## src/rtl/data_store_fifo_pkg.sv

```systemverilog
// rtl/data_store_fifo_pkg.sv - store size codes and entry layout shared by execute, commit and the store FIFO
package data_store_fifo_pkg;

    // Store size codes as produced by execute and carried through commit.
    // Code 3 is not generated by the pipeline and is treated as a full word.
    localparam logic [1:0] SIZE_BYTE = 2'd0;
    localparam logic [1:0] SIZE_HALF = 2'd1;
    localparam logic [1:0] SIZE_WORD = 2'd2;

    // One buffered store, already lane-encoded so the head can drive the
    // memory port directly without any logic behind the storage array.
    typedef struct packed {
        logic [29:0] word_addr;
        logic [31:0] data;
        logic [3:0]  strb;
    } store_entry_t;

    // Word index of a byte address; loads and stores are compared on this.
    function automatic logic [29:0] word_of(input logic [31:0] byte_addr);
        return byte_addr[31:2];
    endfunction

endpackage

```

## src/rtl/data_store_fifo_store_lane_encode.sv

```systemverilog
// rtl/data_store_fifo_store_lane_encode.sv - byte-lane strobe and data replication for one store
import data_store_fifo_pkg::*;

module store_lane_encode (
    input  logic [1:0]  addr_lo,
    input  logic [1:0]  size,
    input  logic [31:0] val,
    output logic [3:0]  strb,
    output logic [31:0] data
);

    // Select the lanes touched by the store and copy the value onto every
    // lane so memory can pick whichever lane the strobes enable.
    always_comb begin
        strb = 4'b1111;
        data = val;
        case (size)
            SIZE_BYTE: begin
                strb = 4'b0001 << addr_lo;
                data = {4{val[7:0]}};
            end
            SIZE_HALF: begin
                // addr_lo[0] is ignored: halfwords land on lanes 0-1 or 2-3.
                strb = addr_lo[1] ? 4'b1100 : 4'b0011;
                data = {2{val[15:0]}};
            end
            default: begin
                strb = 4'b1111;
                data = val;
            end
        endcase
    end

endmodule

```

## src/rtl/data_store_fifo.sv

```systemverilog
// rtl/data_store_fifo.sv - in-order committed store buffer with load-address hazard detection
import data_store_fifo_pkg::*;

module data_store_fifo #(
    parameter int DEPTH = 4
) (
    input  logic        clk,
    input  logic        reset,
    input  logic [31:0] datafifo_addr_in,
    input  logic [31:0] datafifo_val_in,
    input  logic [1:0]  datafifo_size_in,
    input  logic        datafifo_valid_in,
    output logic        datafifo_full,
    output logic [31:0] mem_wr_addr,
    output logic [31:0] mem_wr_data,
    output logic [3:0]  mem_wr_strb,
    output logic        mem_wr_valid,
    input  logic        mem_wr_ready,
    input  logic [31:0] query_addr,
    output logic        query_hit,
    output logic        empty
);

    localparam int PTR_W = (DEPTH > 1) ? $clog2(DEPTH) : 1;
    localparam int CNT_W = PTR_W + 1;
    localparam logic [CNT_W-1:0] CNT_FULL = CNT_W'(DEPTH);

    logic [PTR_W-1:0] wr_ptr_q, wr_ptr_d;
    logic [PTR_W-1:0] rd_ptr_q, rd_ptr_d;
    logic [CNT_W-1:0] count_q, count_d;

    store_entry_t entries_q [DEPTH];
    store_entry_t entries_d [DEPTH];

    store_entry_t new_entry;
    store_entry_t head_entry;
    logic [3:0]   enc_strb;
    logic [31:0]  enc_data;

    logic push;
    logic pop;

    logic [PTR_W-1:0] slot_off;

    store_lane_encode u_lane_encode (
        .addr_lo (datafifo_addr_in[1:0]),
        .size    (datafifo_size_in),
        .val     (datafifo_val_in),
        .strb    (enc_strb),
        .data    (enc_data)
    );

    // Status flags come only from the registered count, so a push never
    // falls through to the memory port in the same cycle.
    always_comb begin
        datafifo_full = (count_q == CNT_FULL);
        empty         = (count_q == '0);
        mem_wr_valid  = !empty;
        push          = datafifo_valid_in && !datafifo_full;
        pop           = mem_wr_valid && mem_wr_ready;
    end

    // Pack the incoming store and present the head entry to memory.
    always_comb begin
        new_entry.word_addr = word_of(datafifo_addr_in);
        new_entry.data      = enc_data;
        new_entry.strb      = enc_strb;
        head_entry          = entries_q[rd_ptr_q];
        mem_wr_addr         = {head_entry.word_addr, 2'b00};
        mem_wr_data         = head_entry.data;
        mem_wr_strb         = head_entry.strb;
    end

    // Pointer and occupancy updates; a full FIFO only frees its slot for the
    // following cycle because push is already blocked by the full flag.
    always_comb begin
        wr_ptr_d = wr_ptr_q;
        rd_ptr_d = rd_ptr_q;
        count_d  = count_q;
        if (push) begin
            wr_ptr_d = wr_ptr_q + PTR_W'(1);
        end
        if (pop) begin
            rd_ptr_d = rd_ptr_q + PTR_W'(1);
        end
        case ({push, pop})
            2'b10:   count_d = count_q + CNT_W'(1);
            2'b01:   count_d = count_q - CNT_W'(1);
            default: count_d = count_q;
        endcase
    end

    // Storage write: only the slot under the write pointer changes.
    always_comb begin
        entries_d = entries_q;
        if (push && !reset) begin
            entries_d[wr_ptr_q] = new_entry;
        end
    end

    // A load must wait if any pending store, or the store entering this
    // cycle, targets the same word. Byte lanes are deliberately ignored.
    always_comb begin
        query_hit = 1'b0;
        slot_off  = '0;
        for (int i = 0; i < DEPTH; i++) begin
            slot_off = PTR_W'(i) - rd_ptr_q;
            if (({1'b0, slot_off} < count_q) &&
                (entries_q[i].word_addr == word_of(query_addr))) begin
                query_hit = 1'b1;
            end
        end
        if (push && (word_of(datafifo_addr_in) == word_of(query_addr))) begin
            query_hit = 1'b1;
        end
    end

    // Control state register; reset drops every pending store.
    always_ff @(posedge clk) begin
        if (reset) begin
            wr_ptr_q <= '0;
            rd_ptr_q <= '0;
            count_q  <= '0;
        end else begin
            wr_ptr_q <= wr_ptr_d;
            rd_ptr_q <= rd_ptr_d;
            count_q  <= count_d;
        end
    end

    // Storage array register; contents are meaningless until occupied.
    always_ff @(posedge clk) begin
        entries_q <= entries_d;
    end

endmodule

```

## config.mk

```make
export PLATFORM = sky130hd
export DESIGN_NAME = data_store_fifo
export DESIGN_NICKNAME = d
export VERILOG_FILES = /design/src/rtl/data_store_fifo_pkg.sv /design/src/rtl/data_store_fifo_store_lane_encode.sv /design/src/rtl/data_store_fifo.sv
export SDC_FILE = /design/constraint.sdc
export NUM_CORES = 1
export LEC_CHECK = 0
export CORE_UTILIZATION = 30
export CTS_CLUSTER_DIAMETER = 200
export DETAILED_ROUTE_END_ITERATION = 8
export PLACE_DENSITY_LB_ADDON = 0.3
export SYNTH_ARGS = -nofsm -noshare
export SYNTH_HDL_FRONTEND = slang
export SYNTH_SLANG_ARGS = --single-unit
```

## constraint.sdc

```tcl
create_clock -name clk -period 3.81 [get_ports clk]
set_input_delay 1.143 -clock clk [delete_from_list [all_inputs] [get_ports clk]]
set_output_delay 1.143 -clock clk [all_outputs]
set_load 0.05 [all_outputs]
```

* Yosys cells after proc, flatten, opt, wreduce, memory -nomap -nowiden
Cells that the tools add are included. W data, S select, Z words.
Cells by class: bitwise operators 2, shift-type cells 1, $lt $le $gt $ge 7, muxes and demuxes 15, reductions and logical operators 15, add/subtract/negate cells 8, equal/unequal tests 9
Operators with widths (count):
- $bwmux W264 | 1
- $mux W66 | 3
- $eq A30 B30 Y1 | 5
- $bmux W66 S2 | 1
- $demux W66 S2 | 1
- $pmux W32 S2 | 1
- $lt A2 B3 Y1 | 4
- $logic_and A1 B1 Y1 | 9
- $pmux W4 S2 | 1
- $ge A3 B3 Y1 const B | 2
- $not A2 Y3 | 2
- $pmux W3 S2 | 1
- $mux W1 | 5
- $add A2 B1 Y2 const B | 2
- $eq A2 B1 Y1 const B | 2
- $mux W4 | 1
- $shl A1 B2 Y4 const A | 1
- $sub A1 B2 Y2 const A | 2
- $sub A2 B2 Y2 const A | 2
- $add A3 B1 Y3 const B | 1
- $eq A3 B3 Y1 const B | 1
- $logic_not A1 Y1 | 3
- $logic_not A3 Y1 | 1
- $lt A3 B1 Y1 const B | 1
- other kinds (4) | 4
Storage, ports and cells: register bits after elaboration 271, logic and storage cells 72, input port bits 102

* Longest topological paths before layout
depth after elaboration 8, depth in mapped cells 10, depth with buffers taken out 10

* Modules after synthesis
Synthesis repeated with hierarchy kept, for this count alone.
Unflattened totals: cell total of the unflattened synthesis 707, area total of the unflattened synthesis 12500.7 sq um
Modules (own cells, without submodules):
- data_store_fifo | area an instance 11976.5 sq um, cells an instance 647, instances 1
- store_lane_encode | area an instance 524.3 sq um, cells an instance 60, instances 1

* Worst setup path after synthesis
OpenSTA, ideal clock, no wires.
path type in2out, start point input query_addr[30], end point output query_hit, stages on the path 7, path slack 0.211 ns, arrival 2.456 ns, path through buf_4 -> xor2_1 -> nor4_2 -> nand4_1 -> nor4_2 -> nand4_1 -> nand4_1
On the way: cells in the longest elaborated chain, start to end 7
RTL lines:
- start: declaration | RTL line data_store_fifo.sv:19 | input logic [31:0] query_addr,
- $eq A30 B30 Y1 | RTL line data_store_fifo.sv:109 | (entries_q[i].word_addr == word_of(query_addr))) begin
- $logic_and A1 B1 Y1 | RTL line data_store_fifo.sv:108 | if (({1'b0, slot_off} < count_q) &&
- $mux W1 (4 in series) | RTL line data_store_fifo.sv:108
- $mux W1 * | RTL line data_store_fifo.sv:113 | if (push && (word_of(datafifo_addr_in) == word_of(query_addr))) begin
- end: declaration | RTL line data_store_fifo.sv:20 | output logic query_hit,
Every way passes the cells marked *; elsewhere a longest branch is shown, timed or not.

* Final worst setup path
start point input query_addr[5], end point output query_hit
The elaborated chain is that of the path after synthesis.

==> results.rst <==
.. list-table::
   :header-rows: 1

   * - Metric
     - Value
   * - Standard cell core area
     - 40800 µm²
   * - Max VDD drop
     - 0.000402 V
   * - DRT Wirelength
     - 32300 µm
   * - Async set-or-reset flop fraction in the synthesized netlist
     - 0
   * - Worst setup skew after layout
     - 0.00455 ns
   * - Latest clock arrival within the worst-skew pair
     - 0.54 ns
   * - Crit path launch type
     - input pin
   * - Crit path kind
     - in2out
   * - Detail Placement HPWL
     - 22800 µm
   * - Maximum fanout along the worst path
     - 4
   * - Die width
     - 205 µm
   * - Clock tree from TritonCTS
     - built
   * - Layout overhead on the synthesized area
     - 31.6%
   * - Warning count from the yosys run
     - 0
   * - Instance count after placement with tap cells included
     - 1440
   * - Data arrival time of the critical path
     - 2.77 ns
   * - Number of clock buffers inserted by TritonCTS
     - 29
   * - Fraction of power consumed by combinational cells
     - 0.354
   * - P_sw
     - 3.35 mW
   * - Clock tree root buffer cell
     - clkbuf_16
   * - Kind of capture point of the worst setup path
     - output port
   * - Clock-pin transition on the worst setup and hold timing paths
     - 0.06 ns
   * - Number of global-route vias before repair
     - 7377
   * - Source of the worst hold timing path
     - count_q[2]
   * - I/O pin cnt
     - 174
   * - First-pass GRT wire length
     - 47500 µm
   * - Via density per instance
     - 4.65
   * - Count of antenna diodes in the layout
     - 0
   * - Final setup violation count
     - 1
   * - Via Count
     - 6958
   * - Count of input and output buffers
     - 169
   * - Total global routing track utilization
     - 0.155
   * - Hold crit path type
     - reg2reg
   * - 1st-iter DRT viols
     - 427
   * - Layout net count
     - 1057
   * - Number of antenna violations at the first check in global routing
     - 2
   * - Final standard cell utilization of the core
     - 0.400
   * - Mean routed wirelength per cell
     - 21.6 µm
   * - Full die area
     - 42200 µm²
   * - Most frequently used flop master after synthesis
     - edfxtp_1
   * - Initial standard-cell utilization of the core
     - 0.304
   * - Final GP Congestion
     - 0.826
   * - Vertical die dimension
     - 205 µm
   * - Worst slew margin
     - 0.550
   * - Clk pwr share
     - 0.272
   * - Worst slack, placed
     - -0.510 ns
   * - Sequential-to-total area share from yosys stat
     - 0.650
   * - Required @ worst endpoint
     - 2.67 ns
   * - # fillers
     - 3755
   * - EDFF count, synth
     - 264
   * - Cell Count, Final, Fillers Out
     - 1496
   * - Final count of hold timing violations
     - 0
   * - Remaining Overflow, GRT
     - 0
   * - Cells after Synth
     - 699
   * - DRC
     - 0
   * - Core Rows
     - 74
   * - Largest net degree at the start of global routing
     - 39
   * - Post-synthesis cell type count
     - 36
   * - Failing checks
     - setup timing
   * - Detailed-router iteration count before antenna repair
     - 5
   * - Setup repair after global routing missed its margin
     - yes
   * - Average footprint of a synthesized cell
     - 17.7 µm²
   * - Final worst path period share
     - 1.03
   * - Leak
     - 5.68 nW
   * - Maximum level of the CTS H-tree
     - 1
   * - Number of buffers on the longest clock path
     - 3
   * - Flop and latch count out of synthesis
     - 271
   * - Max Slew Vio Count
     - 0
   * - Internal Dissipation
     - 6.29 mW
   * - Power per standard cell area
     - 591 nW/µm²
   * - Launch point of the worst reg-to-reg path
     - count_q[2]
   * - Worst reg-to-reg setup slack
     - 1.39 ns
   * - Fraction of power spent switching nets
     - 0.348
   * - Max Clk Rate
     - 255 MHz
   * - CP Launch Point
     - query_addr[5]
   * - Slew at the pin with the worst max-slew slack
     - 0.668 ns
   * - Post-layout worst setup margin
     - -0.106 ns
   * - Post-Synthesis Cell Area
     - 12400 µm²
   * - Final Hold Slack
     - 0.527 ns
   * - Post-layout minimum cycle time
     - 3.92 ns
   * - Max-cap viol count
     - 0
   * - Status
     - complete, but fails checks
   * - Fraction of final layout cells with drive strength greater than 1
     - 0.356
   * - Clk sinks
     - 271
   * - Post-route ant nets
     - 0
   * - Power share of the sequential group
     - 0.374
==> final timing paths <==
kind | end | cells past startpoint
hold / removal | count_q[2] | 2
hold reg to reg | count_q[2] | 2
setup reg to reg | count_q[2] | 10
setup / recovery | query_hit | 9
==> stage by stage <==
step / instance area (µm²) / power, mW / setup TNS (ns)
detailed placement: 15100 / 7.15 / -0.510
floorplan: 12400 / 5.96 / 0
global route: 16300 / 10.0 / -0.181
finish: 16300 / 9.64 / -0.106
global placement: 15100 / 7.15 / -0.556
CTS: 16200 / 9.77 / -0.169
==> cell families (layout without fill, tap and decap cells) <==
family	Yosys count	count (layout)	synth area share
mux	91	91	0.142
compound gates	22	22	0.00988
fa+ha+maj	10	10	0.0107
simple gates	84	84	0.0439
buf+inv	64	328	0.0333
xor+xnor	156	156	0.110
other cells	1	2	0.000302
flops	271	271	0.650
==> metal layers <==
layer  vias up  GRT usage  share of wire
li1       3172          -              -
met1      3540      0.200           0.42
met2       204      0.268           0.50
met3        42     0.0352          0.064
met4         0     0.0283          0.018
met5         -          0              0
==> power groups by stage <==
stage / Sequential, mW / Clock, mW / Combinational, mW
3_5_place_dp: 3.67 / 0 / 3.48
2_1_floorplan: 3.61 / 0 / 2.36
5_1_grt: 3.63 / 2.79 / 3.62
4_1_cts: 3.61 / 2.69 / 3.47
3_3_place_gp: 3.67 / 0 / 3.48
6_report: 3.60 / 2.63 / 3.41
==> Yosys cell counts (2+ instances only) <==
master / number / share of area
edfxtp_1: 264 / 0.64
xor2_1: 96 / 0.068
mux4_2: 66 / 0.12
xnor2_1: 60 / 0.042
buf_2: 21 / 0.0085
nand4_1: 21 / 0.011
nor4_1: 19 / 0.0096
buf_6: 16 / 0.015
mux2_2: 16 / 0.015
nor2_1: 13 / 0.0039
clkbuf_1: 10 / 0.0030
nand2_1: 10 / 0.0030
o21ai_0: 10 / 0.0040
ha_1: 9 / 0.0091
mux2i_1: 9 / 0.0073
buf_4: 7 / 0.0042
dfxtp_1: 7 / 0.011
inv_1: 7 / 0.0021
nor4_2: 7 / 0.0071
a21oi_1: 6 / 0.0024
and2_1: 4 / 0.0020
o21bai_1: 4 / 0.0024
inv_2: 3 / 0.00091
a31oi_1: 2 / 0.0010
==> layout by cell type, fill, tap and decap left out, types with 11 or more instances in the layout <==
cell,instances
dlymetal6s2s_1,21
nor2_1,13
mux2_2,16
clkbuf_16,29
buf_4,120
dlygate4sd2_1,18
nand4_1,21
xor2_1,83
buf_6,11
xnor2_1,48
xor2_2,13
mux4_2,66
clkdlybuf4s50_1,62
nor4_2,19
edfxtp_1,264
==> registers in the layout (all words and copies together) (netlist names) <==
name       cells
entries_q    264
wr_ptr_q       2
rd_ptr_q       2
count_q        3
==> layout make-up <==
type                       count  area [µm²]  area share
inverter                      10        37.5     0.00230
clock buffer                  39         763      0.0467
clock inverter                11         100     0.00613
multi-input combinational    365        4240       0.259
sequential                   271        8080       0.495
tap                          532         666      0.0408
timing repair buffer         268        2450       0.150
==> worst max-delay path: stages <==
cell     delay (ns)
buf_8          0.11
xor2_2         0.17
nor4_2         0.26
buf_4          0.16
nand4_1        0.11
nor4_2         0.25
nand4_1        0.17
nand4_1        0.22
buf_12         0.17
==> repair_timing <==
action                     CTS  global route
setup buffers                6             0
hold endpoints to repair     0             0
setup endpoints to repair   49             6
resized for setup          141            66
pin swaps                   24            29
hold buffers                 0             0
Power figures use the tool's default switching activity.
